$ cat config.mk
export PLATFORM = sky130hd
export DESIGN_NAME = unidade_busca_flat
export DESIGN_NICKNAME = d
export VERILOG_FILES = /design/src/rtl/unidade_busca_pkg.sv /design/src/rtl/unidade_busca_if.sv /design/src/rtl/unidade_busca_fila.sv /design/src/rtl/unidade_busca.sv /design/src/flat_wrapper.sv
export SDC_FILE = /design/constraint.sdc
export NUM_CORES = 1
export LEC_CHECK = 0
export ABC_AREA = 0
export CORE_ASPECT_RATIO = 0.5
export CORE_MARGIN = 2
export CORE_UTILIZATION = 55
export CTS_BUF_LIST = sky130_fd_sc_hd__clkbuf_16
export CTS_CLUSTER_DIAMETER = 100
export CTS_CLUSTER_SIZE = 20
export DETAILED_ROUTE_END_ITERATION = 8
export PLACE_DENSITY = 0.86
export REMOVE_ABC_BUFFERS = 1
export SYNTH_ARGS = -nofsm -noshare
export SYNTH_HDL_FRONTEND = slang
export SYNTH_SLANG_ARGS = --single-unit
$ cat constraint.sdc
create_clock -name clk -period 4.3 [get_ports clk]
set_input_delay 0.645 -clock clk [delete_from_list [all_inputs] [get_ports clk]]
set_output_delay 0.645 -clock clk [all_outputs]
set_load 0.03 [all_outputs]
$ cat src/rtl/unidade_busca_pkg.sv
// unidade_busca_pkg: shared constants and helpers for the fetch stage.
// Provides XLEN, the NOP encoding, the default reset PC and word alignment.
package unidade_busca_pkg;

    localparam int XLEN = 32;

    localparam logic [XLEN-1:0] NOP          = 32'h0000_0013;
    localparam logic [XLEN-1:0] RESET_PC_DEF = 32'h0000_0000;

    function automatic logic [XLEN-1:0] align_word(input logic [XLEN-1:0] a);
        return a & ~32'h3;
    endfunction

endpackage

$ cat src/rtl/unidade_busca_if.sv
// unidade_busca_if: fetch-stage bundle (imem request/response, inst to datapath, redirect).
// master = fetch unit side; slave = memory + datapath side.
interface unidade_busca_if
    import unidade_busca_pkg::*;
();

    logic            imem_req_valid;
    logic [XLEN-1:0] imem_req_addr;
    logic            imem_req_ready;
    logic            imem_rsp_valid;
    logic [XLEN-1:0] imem_rsp_data;
    logic            inst_valid;
    logic [XLEN-1:0] inst;
    logic [XLEN-1:0] inst_pc;
    logic            inst_ready;
    logic            redirect;
    logic [XLEN-1:0] redirect_pc;

    modport master (
        output imem_req_valid, imem_req_addr,
        input  imem_req_ready, imem_rsp_valid, imem_rsp_data,
        output inst_valid, inst, inst_pc,
        input  inst_ready, redirect, redirect_pc
    );

    modport slave (
        input  imem_req_valid, imem_req_addr,
        output imem_req_ready, imem_rsp_valid, imem_rsp_data,
        input  inst_valid, inst, inst_pc,
        output inst_ready, redirect, redirect_pc
    );

endinterface

$ cat src/rtl/unidade_busca_fila.sv
// fila_busca: synchronous FIFO, DEPTH x W, registered storage, head read from the array.
// Ports: push/din, pop, clear (wins over push/pop), dout (head), full, empty, count.
module fila_busca #(
    parameter int DEPTH = 4,
    parameter int W     = 32
) (
    input  logic                   clk,
    input  logic                   reset,
    input  logic                   push,
    input  logic [W-1:0]           din,
    input  logic                   pop,
    input  logic                   clear,
    output logic [W-1:0]           dout,
    output logic                   full,
    output logic                   empty,
    output logic [$clog2(DEPTH):0] count
);

    localparam int AW = $clog2(DEPTH);

    logic [W-1:0]  mem_q [DEPTH];
    logic [AW-1:0] wr_q, wr_d;
    logic [AW-1:0] rd_q, rd_d;
    logic [AW:0]   cnt_q, cnt_d;
    logic          do_push, do_pop;

    // A push at full is accepted only when the head leaves in the same cycle.
    always_comb begin
        do_pop  = pop & ~empty;
        do_push = push & (~full | do_pop);
        wr_d    = wr_q;
        rd_d    = rd_q;
        cnt_d   = cnt_q;
        if (clear) begin
            wr_d  = '0;
            rd_d  = '0;
            cnt_d = '0;
        end else begin
            if (do_push) wr_d = wr_q + 1'b1;
            if (do_pop)  rd_d = rd_q + 1'b1;
            cnt_d = cnt_q + (AW+1)'(do_push) - (AW+1)'(do_pop);
        end
    end

    always_ff @(posedge clk or negedge reset) begin
        if (!reset) begin
            wr_q  <= '0;
            rd_q  <= '0;
            cnt_q <= '0;
            for (int i = 0; i < DEPTH; i++) mem_q[i] <= '0;
        end else begin
            wr_q  <= wr_d;
            rd_q  <= rd_d;
            cnt_q <= cnt_d;
            if (do_push && !clear) mem_q[wr_q] <= din;
        end
    end

    assign dout  = mem_q[rd_q];
    assign empty = (cnt_q == '0);
    assign full  = (cnt_q == (AW+1)'(DEPTH));
    assign count = cnt_q;

endmodule

$ cat src/rtl/unidade_busca.sv
// unidade_busca: instruction fetch with credit-limited imem requests and a prefetch FIFO.
// Ports: clk, reset (async, active-low), bus (unidade_busca_if.master).
module unidade_busca
    import unidade_busca_pkg::*;
#(
    parameter int              DEPTH    = 4,
    parameter logic [XLEN-1:0] RESET_PC = RESET_PC_DEF
) (
    input  logic             clk,
    input  logic             reset,
    unidade_busca_if.master  bus
);

    localparam int CW = $clog2(DEPTH) + 1;

    logic [XLEN-1:0]   fetch_pc_q, fetch_pc_d;
    logic [CW-1:0]     outstanding_q, outstanding_d;
    logic [CW-1:0]     discard_q, discard_d;
    logic [CW-1:0]     fifo_count;
    logic [CW:0]       credit_used;
    logic              req_fire, rsp_keep, rsp_drop;
    logic              fifo_empty;
    logic [XLEN-1:0]   tag_pc;
    logic [2*XLEN-1:0] fifo_head;
    logic              tag_full_unused, tag_empty_unused, fifo_full_unused;
    logic [CW-1:0]     tag_count_unused;

    // Discarded requests still hold credit until their response returns.
    assign credit_used        = {1'b0, fifo_count} + {1'b0, outstanding_q};
    assign bus.imem_req_valid = reset & ~bus.redirect
                              & (credit_used < (CW+1)'(DEPTH));
    assign bus.imem_req_addr  = fetch_pc_q;
    assign req_fire           = bus.imem_req_valid & bus.imem_req_ready;
    assign rsp_drop           = bus.imem_rsp_valid & (discard_q != '0);
    assign rsp_keep           = bus.imem_rsp_valid & (discard_q == '0);

    always_comb begin
        fetch_pc_d    = fetch_pc_q;
        discard_d     = discard_q;
        outstanding_d = outstanding_q + CW'(req_fire) - CW'(bus.imem_rsp_valid);
        if (rsp_drop) discard_d  = discard_q - 1'b1;
        if (req_fire) fetch_pc_d = fetch_pc_q + 32'd4;
        // Every response still owed after this edge belongs to the old path.
        if (bus.redirect) begin
            fetch_pc_d = align_word(bus.redirect_pc);
            discard_d  = outstanding_d;
        end
    end

    always_ff @(posedge clk or negedge reset) begin
        if (!reset) begin
            fetch_pc_q    <= RESET_PC;
            outstanding_q <= '0;
            discard_q     <= '0;
        end else begin
            fetch_pc_q    <= fetch_pc_d;
            outstanding_q <= outstanding_d;
            discard_q     <= discard_d;
        end
    end

    fila_busca #(.DEPTH(DEPTH), .W(XLEN)) u_tags (
        .clk   (clk),
        .reset (reset),
        .push  (req_fire),
        .din   (fetch_pc_q),
        .pop   (rsp_keep),
        .clear (bus.redirect),
        .dout  (tag_pc),
        .full  (tag_full_unused),
        .empty (tag_empty_unused),
        .count (tag_count_unused)
    );

    fila_busca #(.DEPTH(DEPTH), .W(2*XLEN)) u_fila (
        .clk   (clk),
        .reset (reset),
        .push  (rsp_keep),
        .din   ({tag_pc, bus.imem_rsp_data}),
        .pop   (bus.inst_valid & bus.inst_ready),
        .clear (bus.redirect),
        .dout  (fifo_head),
        .full  (fifo_full_unused),
        .empty (fifo_empty),
        .count (fifo_count)
    );

    assign bus.inst_valid = ~fifo_empty;
    assign bus.inst       = fifo_head[XLEN-1:0];
    assign bus.inst_pc    = fifo_head[2*XLEN-1:XLEN];

    assert property (@(posedge clk) disable iff (!reset)
        !(bus.imem_rsp_valid && outstanding_q == '0))
    else $error("imem response with nothing outstanding");

endmodule

$ cat src/flat_wrapper.sv
// flat-port wrapper written by rule: the top's interface ports become plain ports
module unidade_busca_flat import unidade_busca_pkg::*;
#(
    parameter int              DEPTH    = 4,
    parameter logic [XLEN-1:0] RESET_PC = RESET_PC_DEF
)
  (clk, reset, bus_imem_req_valid, bus_imem_req_addr, bus_imem_req_ready, bus_imem_rsp_valid, bus_imem_rsp_data, bus_inst_valid, bus_inst, bus_inst_pc, bus_inst_ready, bus_redirect, bus_redirect_pc);
  unidade_busca_if bus_i ();
  input  logic clk;
  input  logic reset;
  output wire logic [$bits(bus_i.imem_req_valid)-1:0] bus_imem_req_valid;
  output wire logic [$bits(bus_i.imem_req_addr)-1:0] bus_imem_req_addr;
  input wire logic [$bits(bus_i.imem_req_ready)-1:0] bus_imem_req_ready;
  input wire logic [$bits(bus_i.imem_rsp_valid)-1:0] bus_imem_rsp_valid;
  input wire logic [$bits(bus_i.imem_rsp_data)-1:0] bus_imem_rsp_data;
  output wire logic [$bits(bus_i.inst_valid)-1:0] bus_inst_valid;
  output wire logic [$bits(bus_i.inst)-1:0] bus_inst;
  output wire logic [$bits(bus_i.inst_pc)-1:0] bus_inst_pc;
  input wire logic [$bits(bus_i.inst_ready)-1:0] bus_inst_ready;
  input wire logic [$bits(bus_i.redirect)-1:0] bus_redirect;
  input wire logic [$bits(bus_i.redirect_pc)-1:0] bus_redirect_pc;
  assign bus_imem_req_valid = bus_i.imem_req_valid;
  assign bus_imem_req_addr = bus_i.imem_req_addr;
  assign bus_i.imem_req_ready = bus_imem_req_ready;
  assign bus_i.imem_rsp_valid = bus_imem_rsp_valid;
  assign bus_i.imem_rsp_data = bus_imem_rsp_data;
  assign bus_inst_valid = bus_i.inst_valid;
  assign bus_inst = bus_i.inst;
  assign bus_inst_pc = bus_i.inst_pc;
  assign bus_i.inst_ready = bus_inst_ready;
  assign bus_i.redirect = bus_redirect;
  assign bus_i.redirect_pc = bus_redirect_pc;
  unidade_busca #(.DEPTH(DEPTH), .RESET_PC(RESET_PC)) u_core (.clk(clk), .reset(reset), .bus(bus_i));
endmodule
Word level (Yosys, flattened, before mapping)
Index checks and enable logic that the tools add are counted.
Word-level totals
  logic and storage cells: 101
  input bits: 70
  output and inout bits: 98
  bits in registers: 436
Operators by class
  eq/ne operators: 2
  $add $sub $neg: 13
  reductions and logical operators: 15
  order comparisons: 7
  multiplexer cells: 26
  bitwise operators: 21
Operator list (number)
  $bwmux W256: 1
  $mux W64: 3
  $mux W32: 5
  $bmux W64 S2: 1
  $bwmux W128: 1
  $demux W64 S2: 1
  $bmux W32 S2: 1
  $demux W32 S2: 1
  $add A32 B3 Y32 const B: 1
  $mux W2: 8
  $ge A3 B3 Y1 const B: 4
  $mux W3: 4
  $not A2 Y3: 4
  $reduce_bool A2 Y1: 6
  $and A1 B1 Y1: 10
  $add A3 B1 Y3: 3
  $logic_not A3 Y1: 3
  $sub A3 B1 Y3: 3
  $add A2 B1 Y2 const B: 4
  $eq A3 B3 Y1 const B: 2
  $lt A3 B1 Y1 const B: 2
  $not A1 Y1: 5
  $add A3 B3 Y4: 1
  $logic_and A1 B1 Y1: 4
  5 further kinds: 6

Logic depth before layout (Yosys ltp)
  depth in word-level cells: 9
  gate-level depth with buffers: 12
  depth with buffers taken out: 12

Cells and area by module
Synthesis repeated with hierarchy kept, for this count alone.
Second synthesis, totals
  cells, all modules: 1278
  area total of the unflattened synthesis: 20449.6 um^2
Modules (own cells, without submodules)
  fila_busca at u_core.u_fila: area an instance 12221.7 um^2, cells an instance 665, times used 1, sequential area each 6581.3 um^2
  fila_busca at u_core.u_tags: area an instance 5980.7 um^2, cells an instance 359, times used 1, sequential area each 3378.2 um^2
  unidade_busca: area an instance 2247.2 um^2, cells an instance 254, times used 1, sequential area each 900.9 um^2

Worst setup path before layout
No wires, ideal clock.
  path type: input to register
  start point: input port bus_redirect
  end point: register u_core.u_tags.cnt_q[2] (netlist: u_core.u_tags.count[2])
  arrival: 2.482 ns
  cell stages on the path: 11
  buffers on the path: 0
  required time: 4.168 ns
  setup time: 0.132 ns
  slack: 1.686 ns
  cells stage by stage: nor3b_2 > nand4_1 > a31oi_2 > inv_1 > ha_1 > inv_1 > ha_1 > inv_1 > fa_1 > xnor2_1 > nor2_1
On the way
  word-level cells in the longest chain between the ends: 8
Ends and longest elaborated chain
  start, declared: line flat_wrapper.sv:20  | input wire logic [$bits(bus_i.redirect)-1:0] bus_redirect;
  $not A1 Y1: line unidade_busca.sv:30  | assign bus.imem_req_valid = reset & ~bus.redirect
  $and A1 B1 Y1: line unidade_busca.sv:30
  $and A1 B1 Y1: line unidade_busca.sv:31  | & (credit_used < (CW+1)'(DEPTH));
  $and A1 B1 Y1: line unidade_busca.sv:33  | assign req_fire = bus.imem_req_valid & bus.imem_req_ready;
  $and A1 B1 Y1: line unidade_busca_fila.sv:30  | do_push = push & (~full | do_pop);
  $add A3 B1 Y3: line unidade_busca_fila.sv:41  | cnt_d = cnt_q + (AW+1)'(do_push) - (AW+1)'(do_pop);
  $sub A3 B1 Y3: line unidade_busca_fila.sv:41
  $mux W3 (*): line unidade_busca_fila.sv:34  | if (clear) begin
  net u_core.u_tags.cnt_d[2]: line unidade_busca_fila.sv:24  | logic [AW:0] cnt_q, cnt_d;
  end signal, assigned: line unidade_busca_fila.sv:54  | cnt_q <= cnt_d;
  end, declared: line unidade_busca_fila.sv:24
Mark *: on every way through the listed nets, which the timed path passes. The rest lies on a longest branch.
A chain may end at the register's enable or synchronous reset.

Worst setup path in the final report
  start point: register u_core.u_fila.rd_q[0]
  end point: output port bus_inst_pc[11]
On the way
  word-level cells in the longest chain between the ends: 4
Ends and longest elaborated chain
  start, declared: line unidade_busca_fila.sv:23  | logic [AW-1:0] rd_q, rd_d;
  start signal, assigned: line unidade_busca_fila.sv:53  | rd_q <= rd_d;
  $not A2 Y3 (implied by the code): line unidade_busca_fila.sv:59  | assign dout = mem_q[rd_q];
  $bmux W64 S2: line unidade_busca_fila.sv:59
  $mux W64 (implied by the code) (2 in series): line unidade_busca_fila.sv:59
  end, declared: line flat_wrapper.sv:18  | output wire logic [$bits(bus_i.inst_pc)-1:0] bus_inst_pc;
No other way between the ends. The select of a mux whose other input is x is not followed.

==> metrics.md <==
| Metric | Value |
|---|---|
| Outcome | `completed` |
| Final slew viol count | `0` |
| Global-route wire length before repair | `67.10 mm` |
| Deepest clock path buffer count | `3` |
| Initial antenna violation count | `0` |
| Cells after synthesis | `between 1000 and 1500` |
| Vias in the first global route | `12340` |
| Pre-Repair DR Iteration Count | `5` |
| Via/cell ratio | `6.127` |
| Layout Nets | `1453` |
| Tot GR Track Use | `0.2388` |
| Synth area leader | `dfrtp_1` |
| Post-synth EDFFs | `0` |
| Maximum clock frequency | `roughly 280 MHz` |
| P per Cell Area | `546.2 nW/um^2` |
| Initial core utilization | `0.5654` |
| Post-CTS sizing | `0` |
| Cts bufs inserted | `24` |
| Fin crit share | `0.8260` |
| DRC violations left | `0` |
| Total gr overflow | `0` |
| RSZ-0062 raised after global routing | `false` |
| Mean cell area of the mapped netlist | `15.26 um^2` |
| Final Power | `11.74 mW` |
| Die height | `135.1 um` |
| CP Launch Type | `flip-flop` |
| Final min period | `3.552 ns` |
| CTS Sinks | `roughly 420` |
| Synth warn | `0` |
| DRT iter0 DRCs | `808` |
| Fillers | `roughly 2300` |
| FP Rows | `47` |
| I/O Buffers | `161` |
| Async SR Flop Fraction | `1.000` |
| Data required, critical path | `3.65 ns` |
| CP Class | `reg -> out` |
| Post-route ant nets | `0` |
| Peak supply drop | `~0.24 mV` |
| Synthesized cell area | `18920 um^2` |
| Max_slew headroom | `0.2017` |
| Layout cells sized above 1 | `0.3837` |
| Clock transition at path regs | `roughly 0.09 ns` |
| Hold Vio Cnt, Final | `0` |
| Total wire length | `41.89 mm` |
| Fin Hold WS | `0.3104 ns` |
| H-tree Lvls | `1` |
| Final setup fails | `0` |
| DP HPWL | `~26 mm` |
| Dominant cell by count in the synthesized netlist | `dfrtp_1` |
| Inserted Diodes | `0` |
| Wirelength per Cell | `23.22 um` |
| I/O pin cnt | `around 170` |
| Via count | `11050` |
| GP Congestion | `roughly 0.84` |
| Postcts setup bufs | `0` |
| Worst min path class | `in -> async` |
| Worst skew pair latency | `0.56 ns` |
| Die ar. | `35990 um^2` |
| Synth top cells by count | `418 x dfrtp_1, 368 x mux2_2, 92 x mux4_2` |
| CP Capture Type | `output pin` |
| Post-synthesis sequential area ratio | `0.5529` |
| Hold_buf cts | `0` |
| Top_reg_cell synth | `dfrtp_1` |
| Leak | `9.800 nW` |
| Worst Path Arrival | `between 2 and 3 ns` |
| Area growth syn-to-layout | `13.61%` |
| Worst Path Max Fanout | `20` |
| Worst Max-Slew Pin Slew | `1.193 ns` |
| Largest net degree at the start of global routing | `200` |
| Synth area leaders | `dfrtp_1 55%, mux2_2 22%, mux4_2 11%` |
| CTS root buf | `clkbuf_16` |
| Core area | `33460 um^2` |
| Total negative slack | `0 ns` |
| Number of distinct library cells after synthesis | `49` |
| Die width | `266.3 um` |
| Clock Skew | `0.02391 ns` |
| Area fraction of the dominant cell type after synthesis | `0.5529` |
| Max-cap violation count | `0` |
| TritonCTS clock tree | `built` |
| Seq cells post-synth | `between 400 and 500` |
-- cells by family after synthesis --
family | count (synthesis) | synth area share
multiplexers | 463 | 0.3301
AO/OA/AOI/OAI | 65 | 0.02282
AND/OR/NAND/NOR | 144 | 0.04094
flip-flops | 418 | 0.5529
adder cells (fa/ha/maj) | 22 | 0.01574
other | 1 | 0.0001982
buffers and inverters | 111 | 0.02989
XOR/XNOR | 16 | 0.007407
-- through the flow --
stage               setup slack, ns  cell area [um^2]    util  instances
floorplan                    0.3668             18450       -       1155
global placement              1.066             20860  0.6233       1776
detailed placement           0.9221             20860  0.6233       1776
CTS                          0.7079             21490  0.6424       1804
global route                 0.6247             21490  0.6424       1804
finish                       0.7480             21490  0.6424       1804
-- routing by layer --
layer  track usage  vias up  part of all wire
li1              -     4763                 -
met1        0.3077     5947              0.42
met2        0.4232      253              0.52
met3       0.03035       91             0.031
met4       0.08396        0             0.035
met5             0        -                 0
-- power breakdown --
| group | internal [mW] | leakage, nW | switching (mW) | total, mW |
|---|---|---|---|---|
| Combinational | 2.11 | 3.87 | 2.03 | 4.14 |
| Sequential | 4.74 | 5.61 | 0.579 | 5.32 |
| Clock | 1.04 | 0.320 | 1.25 | 2.28 |
| Total | 7.88 | 9.80 | 3.86 | 11.7 |
-- placed cells by master, fill, tap and decap left out, types with 19 or more instances in the layout --
master / n
o21ai_0: 22
dfrtp_1: 414
nor2_1: 28
nand2_1: 50
clkbuf_16: 25
clkdlybuf4s50_1: 159
ha_1: 19
mux4_2: 92
inv_1: 25
mux2_2: 368
-- flip-flops by register name (all words and copies together), names as in the netlist --
name and flops:
u_core.u_tags.wr_q 2, u_core.bus.imem_req_addr 30, u_core.u_fila.mem_q 248, u_core.u_fila.wr_q 2, u_core.u_tags.rd_q 2, u_core.u_tags.count 3
u_core.u_tags.mem_q 120, u_core.u_fila.count 3, u_core.discard_q 3, u_core.u_fila.rd_q 2, u_core.outstanding_q 3
-- critical path, cell delays in order (launching register included) --
cell,delay [ns]
dfrtp_4,0.64
buf_4,0.45
mux4_2,0.56
clkdlybuf4s50_1,0.68
-- cell type report --
class,instances,area (um^2),area share
Timing Repair Buffer,180,1842,0.08569
Multi-Input combinational cell,714,7910,0.3680
Inverter,23,86.33,0.004017
Clock buffer,25,625.6,0.02911
Tap cell,441,551.8,0.02567
Sequential cell,418,10470,0.4870
Clock inverter,3,11.26,0.0005239
-- worst paths after layout --
kind                                                           from  slack, ns  cells after the start                                        to
worst max-delay path              u_core.u_fila.rd_q[0]$_DFFE_PN0P_       0.75                      3                           bus_inst_pc[11]
worst max register to register     u_core.u_fila.count[1]$_DFF_PN0_       1.02                      9  u_core.bus.imem_req_addr[17]$_DFFE_PN0N_
worst min-delay path                                          reset       0.31                      2      u_core.u_fila.mem_q[164]$_DFFE_PN0P_
max in group asynchronous                                     reset       2.34                      3       u_core.u_fila.mem_q[71]$_DFFE_PN0P_
min in group clk                u_core.u_tags.mem_q[66]$_DFFE_PN0P_       0.51                      1       u_core.u_tags.mem_q[66]$_DFFE_PN0P_
worst min register to register  u_core.u_tags.mem_q[66]$_DFFE_PN0P_       0.51                      1       u_core.u_tags.mem_q[66]$_DFFE_PN0P_
Power figures use the tool's default switching activity.
